--- src/rtl/ledger_pkg.sv ---
// ledger_pkg: shared definitions for the ledger memory datapath.
//   - word / address widths of the 11-bit ledger memory
//   - word tags ([10:8] of every ledger word)
//   - writeback FSM state enumeration
package ledger_pkg;

    localparam int unsigned WORD_W  = 11;
    localparam int unsigned ADDR_W  = 5;
    localparam int unsigned TAG_W   = 3;
    localparam int unsigned VALUE_W = 8;

    localparam logic [TAG_W-1:0] TAG_BALANCE  = 3'b000;
    localparam logic [TAG_W-1:0] TAG_AMOUNT   = 3'b001;
    localparam logic [TAG_W-1:0] TAG_KEY      = 3'b010;
    localparam logic [TAG_W-1:0] TAG_COMPLETE = 3'b100;

    typedef enum logic [2:0] {
        IDLE,
        WR_P1,
        WR_P2,
        RD_P1,
        RD_P2,
        CMP_P2,
        DONE,
        FAIL
    } state_t;

endpackage

--- src/rtl/balance_word_pack.sv ---
// balance_word_pack: forms a tagged balance word from a raw amount.
//   amount   in  11  raw balance from the transaction stage
//   word     out 11  {TAG_BALANCE, amount[7:0]}
//   overflow out 1   amount does not fit in the 8-bit value field
module balance_word_pack
    import ledger_pkg::*;
(
    input  logic [WORD_W-1:0] amount,
    output logic [WORD_W-1:0] word,
    output logic              overflow
);

    assign word     = {TAG_BALANCE, amount[VALUE_W-1:0]};
    assign overflow = |amount[WORD_W-1:VALUE_W];

endmodule

--- src/rtl/ledger_writeback.sv ---
// ledger_writeback: writes both player balances to the ledger memory on a
// commit, reads them back, retries on mismatch and reports with a done pulse.
//   clock, reset           single clock, synchronous active-high reset
//   commit                 start request, sampled only when idle
//   p1/p2_amount_in        new balances, captured on accept
//   mem_data_out           ledger read data (1-cycle read latency)
//   mem_address/_data_in   ledger address / write data
//   mem_wren               ledger write enable
//   busy                   high in every state except IDLE
//   done                   one-cycle pulse at the end of each accepted commit
//   error                  sticky failure flag, cleared on the next accept
module ledger_writeback
    import ledger_pkg::*;
#(
    parameter logic [ADDR_W-1:0] P1_ADDR   = 5'd1,
    parameter logic [ADDR_W-1:0] P2_ADDR   = 5'd2,
    parameter int unsigned       MAX_RETRY = 2
) (
    input  logic              clock,
    input  logic              reset,
    input  logic              commit,
    input  logic [WORD_W-1:0] p1_amount_in,
    input  logic [WORD_W-1:0] p2_amount_in,
    input  logic [WORD_W-1:0] mem_data_out,
    output logic [ADDR_W-1:0] mem_address,
    output logic [WORD_W-1:0] mem_data_in,
    output logic              mem_wren,
    output logic              busy,
    output logic              done,
    output logic              error
);

    localparam int unsigned RETRY_W = (MAX_RETRY > 0) ? $clog2(MAX_RETRY + 1) : 1;

    state_t             state_q, state_d;
    logic [WORD_W-1:0]  p1_word_q, p2_word_q;
    logic [RETRY_W-1:0] retry_q;
    logic               p1_ok_q;
    logic               error_q;

    logic [WORD_W-1:0]  p1_word_in, p2_word_in;
    logic               p1_ovf, p2_ovf;
    logic               accept;
    logic               retry_inc;
    logic               wren_raw;

    balance_word_pack u_pack_p1 (
        .amount   (p1_amount_in),
        .word     (p1_word_in),
        .overflow (p1_ovf)
    );

    balance_word_pack u_pack_p2 (
        .amount   (p2_amount_in),
        .word     (p2_word_in),
        .overflow (p2_ovf)
    );

    assign accept = (state_q == IDLE) && commit;

    always_comb begin
        state_d     = state_q;
        mem_address = '0;
        mem_data_in = '0;
        wren_raw    = 1'b0;
        done        = 1'b0;
        retry_inc   = 1'b0;
        case (state_q)
            IDLE: begin
                if (commit) begin
                    state_d = (p1_ovf || p2_ovf) ? FAIL : WR_P1;
                end
            end
            WR_P1: begin
                mem_address = P1_ADDR;
                mem_data_in = p1_word_q;
                wren_raw    = 1'b1;
                state_d     = WR_P2;
            end
            WR_P2: begin
                mem_address = P2_ADDR;
                mem_data_in = p2_word_q;
                wren_raw    = 1'b1;
                state_d     = RD_P1;
            end
            RD_P1: begin
                mem_address = P1_ADDR;
                state_d     = RD_P2;
            end
            RD_P2: begin
                mem_address = P2_ADDR;
                state_d     = CMP_P2;
            end
            CMP_P2: begin
                if (p1_ok_q && (mem_data_out == p2_word_q)) begin
                    state_d = DONE;
                end else if (32'(retry_q) < MAX_RETRY) begin
                    retry_inc = 1'b1;
                    state_d   = WR_P1;
                end else begin
                    state_d = FAIL;
                end
            end
            DONE: begin
                done    = 1'b1;
                state_d = IDLE;
            end
            FAIL: begin
                done    = 1'b1;
                state_d = IDLE;
            end
        endcase
    end

    // A reset raised during a write cycle must keep that write off the memory.
    assign mem_wren = wren_raw & ~reset;
    assign busy     = (state_q != IDLE);
    assign error    = error_q;

    always_ff @(posedge clock) begin
        if (reset) begin
            state_q   <= IDLE;
            p1_word_q <= '0;
            p2_word_q <= '0;
            retry_q   <= '0;
            p1_ok_q   <= 1'b0;
            error_q   <= 1'b0;
        end else begin
            state_q <= state_d;
            if (accept) begin
                p1_word_q <= p1_word_in;
                p2_word_q <= p2_word_in;
                retry_q   <= '0;
            end else if (retry_inc) begin
                retry_q <= retry_q + RETRY_W'(1);
            end
            // P1 read data arrives while the P2 read is being issued.
            if (state_q == RD_P2) begin
                p1_ok_q <= (mem_data_out == p1_word_q);
            end
            // Set on entry so error is already high in the FAIL cycle.
            if (state_d == FAIL) begin
                error_q <= 1'b1;
            end else if (accept) begin
                error_q <= 1'b0;
            end
        end
    end

endmodule
--- config.mk ---
export PLATFORM = sky130hd
export DESIGN_NAME = ledger_writeback
export DESIGN_NICKNAME = d
export VERILOG_FILES = /design/src/rtl/ledger_pkg.sv /design/src/rtl/balance_word_pack.sv /design/src/rtl/ledger_writeback.sv
export SDC_FILE = /design/constraint.sdc
export NUM_CORES = 1
export LEC_CHECK = 0
export BUFFER_PORTS_ARGS = -buffer_cell sky130_fd_sc_hd__buf_2
export CORE_MARGIN = 4
export CORE_UTILIZATION = 47
export CTS_CLUSTER_SIZE = 10
export DETAILED_ROUTE_END_ITERATION = 16
export PLACE_DENSITY = 0.81
export REMOVE_ABC_BUFFERS = 1
export SLEW_MARGIN = 10
export SYNTH_ARGS = -nofsm -noshare
export SYNTH_HDL_FRONTEND = slang
export SYNTH_SLANG_ARGS = --single-unit
--- constraint.sdc ---
create_clock -name clock -period 2.07 [get_ports clock]
set_input_delay 0.207 -clock clock [delete_from_list [all_inputs] [get_ports clock]]
set_output_delay 0.207 -clock clock [all_outputs]
set_load 0.01 [all_outputs]
==> results.toml <==
[outcome]
run_status = "finished clean"

[logic_synthesis]
netlist_area_mm2 = 0.00133
synthDominantAreaCellType = "dfxtp_1"
synth_enable_flop_cells = 0
post_synth_inst_count = 170
synth_flop_cell = "dfxtp_1"
yosysMostFrequentCell = "nand2_1"
ys_warn_count = 0
synth_area_leaders = "dfxtp_1 (35%), nand2_1 (9.9%), xnor2_1 (6.6%)"
synthesis.area_per_instance_um2 = 7.83
synthArstFlopShare_pct = 0
synth_largest_type_area_fraction_pct = 34.6
yosys.cell_types.count = 37
synth_top_cells_by_count = "nand2_1 (35), dfxtp_1 (23), a21oi_1 (17)"
ys_seq_elements = 23
sequential_area_share_after_synthesis_pct = 34.6

[route]
drt-initial-drc-count = 57
via_per_inst = 5.22
drt.antenna.violating_nets = 0
detailed_routing_iteration_count_for_the_pre_antenna_repair_pass = 4
route.detailed.drc = 0
drt_wl_total_mm = 3.23
avgRoutedWirePerCell_um = 13.0
dr_total_vias = 1299

[setup_path]
worstPathBufferInverterCount = 2
timing.critical_path.required_ps = 1860
path_delay_family = "flip-flops"
worst_path_cell_chain = "nor2b_2 -> buf_4 -> a22oi_1 -> nor2_1 -> buf_2"
critical_path.reg2reg.startpoint = "state_q[1]"
regToRegEndpoint = "error"
reg2regPathDepth = 5
timing.critical_path.slowest_stage_cell = "dfxtp_1"
path_max_fanout = 10
timing.critical_path.from = "state_q[0]"
max_stage_delay_ps = 510
path_class = "flip-flop to primary output"
timing.critical_path.from_type = "flip-flop"
ff2ff_setup_slack_ps = 290
cp-end-kind = "primary output"
arrival_ps = 1650

[cts]
cts_tree = "built"
clk_latency_ps = 300
cts_max_path_buffers = 2
number_of_buffers_created_by_cts = 3
tritoncts_num_sinks = 23
cts.hold.buffers_added = 0
cts.htree.levels = 1
cts.repair.resized = 0
cts.reportedPaths.clkPinSlew_ps = 130
clk_root_buffer_cell = "clkbuf_4"
cts_setup_buffers = 0

[timing]
rsz0062_at_grt = "false"
fin_setup_tns_ps = 0
hold_viol_final = 0
measured_slew_at_the_worst_slew_check_pin_ps = 503
clock-skew-final_ps = 1.50
worst_slew_margin_rel_pct = 66.2
finalCriticalPeriod_ps = 1860
report.final.setup_viol = 0
post-route-period-util_pct = 89.9
timing_max_transition_violations_final = 0
worst_hold_slack_ps = 124
fmax_ghz = 0.537

[global_routing]
grt_pass1_wl_mm = 5.18
maximum_number_of_pins_on_one_net_before_global_route_repair = 19
total_congestion_overflow = 0
antenna_found_initial = 0
via_count_of_the_first_global_routing_pass = 1247
globalRouteTotalUtil_pct = 18.2

[final_layout]
flow.area_growth_from_synthesis_pct = 20.9
fillerInstances = 264
fraction_of_final_layout_cells_sized_beyond_drive_strength_1_pct = 30.7
num-nets-final = 255
diodes = 0

[power]
pwr-share-clk_pct = 15.3
power_frac_comb_pct = 42.3
pwr-share-seq_pct = 42.4
power.share.switching_pct = 38.4
power.switching_uw = 525
power_density_mw_per_mm2 = 850
internal_power_uw = 843
vdd_ir_drop_max_mv = 0.535
leakagePower_nw = 0.725

[hold_path]
min_delay_path_depth = 3
holdPathEnd = "p2_word_q[7]"
hold_path_class = "primary input to flip-flop"
worst_hold_startpoint = "p2_amount_in[7]"

[floorplan]
die-width_um = 61.2
die_area_mm2 = 0.00375
die_height_um = 61.2
core_box_area_mm2 = 0.00273
floorplan.io_pins = 56
floorplan.rows = 19
effective_utilization_at_floorplan_pct = 48.7

[placed_design]
finalWeightedCongestion = 0.801
portBuffers = 49
dp_hpwl_mm = 2.56

[run]
maxCapViolCount = 0
==> routing by layer <==
layer,wire length (um),part of all wire [%],up-vias,track usage (%)
met2,1450,45,47,31.6
met4,34,1.1,0,4.95
met3,266,8.2,4,2.73
met5,0,0,-,0
li1,-,-,660,-
met1,1480,46,588,23.4
==> how the worst max path moves through the flow <==
stage	slack, ps	cells after the start	to
3_5_place_dp	340	5	error
6_report	210	5	mem_data_in[2]
5_1_grt	20	5	mem_data_in[2]
3_3_place_gp	370	5	error
2_1_floorplan	450	5	error
4_1_cts	120	5	mem_data_in[2]
==> layout make-up <==
| type | instances | area, um2 | area share, % |
|---|---|---|---|
| clock buffers | 4 | 26.3 | 1.63 |
| inverters | 2 | 7.51 | 0.467 |
| multi-input cells | 133 | 778 | 48.4 |
| flip-flops and latches | 23 | 460 | 28.6 |
| well taps | 31 | 38.8 | 2.41 |
| repair buffers | 56 | 298 | 18.5 |
==> state kept, by name, indices dropped and copies added, names as in the netlist <==
signal	count
p1_ok_q	1
state_q	3
p1_word_q	8
error	1
p2_word_q	8
retry_q	2
==> layout by cell type (no fill, tap or decap), types with 3 or more instances in the layout <==
cell type / netlist / routed
buf_2: 4 / 49
nand2_1: 35 / 35
dfxtp_1: 23 / 23
a21oi_1: 17 / 17
nor2_1: 13 / 13
xnor2_1: 10 / 10
a22oi_1: 8 / 8
xor2_1: 7 / 7
buf_4: 6 / 7
conb_1: 1 / 6
and2_1: 5 / 5
nand4_1: 3 / 3
clkbuf_4: 0 / 3
==> power groups by stage <==
stage	combinational, mW	clock [mW]	sequential [mW]
3_5_place_dp	0.580	0	0.589
5_1_grt	0.645	0.228	0.593
6_report	0.579	0.209	0.581
2_1_floorplan	0.346	0	0.591
4_1_cts	0.582	0.213	0.579
3_3_place_gp	0.571	0	0.587
==> cells by family (layout without fill, tap and decap cells) <==
group	Yosys count	in the layout	synth area share [%]
AOI/OAI and AO/OA	38	38	19.7
and+or+nand+nor	72	72	25.7
xor gates and xnor gates	17	17	11.2
buffers and inverters	19	62	8.55
DFF	23	23	34.6
other	1	6	0.282
==> tightest hold or removal path, cell delays in order <==
cell and delay [ps]:
buf_2 90, nand2_1 50, a21oi_1 50
==> per-stage QoR <==
stage / util, % / total power, mW / std cells / instance area [um2] / worst slack, ps
2_1_floorplan: - / 0.937 / 158 / 1240 / 451
3_3_place_gp: 57.8 / 1.16 / 245 / 1580 / 373
3_5_place_dp: 57.8 / 1.17 / 245 / 1580 / 337
4_1_cts: 58.8 / 1.37 / 249 / 1610 / 120
5_1_grt: 58.9 / 1.47 / 249 / 1610 / 23.4
6_report: 58.9 / 1.37 / 249 / 1610 / 209
Power figures use the tool's default switching activity.
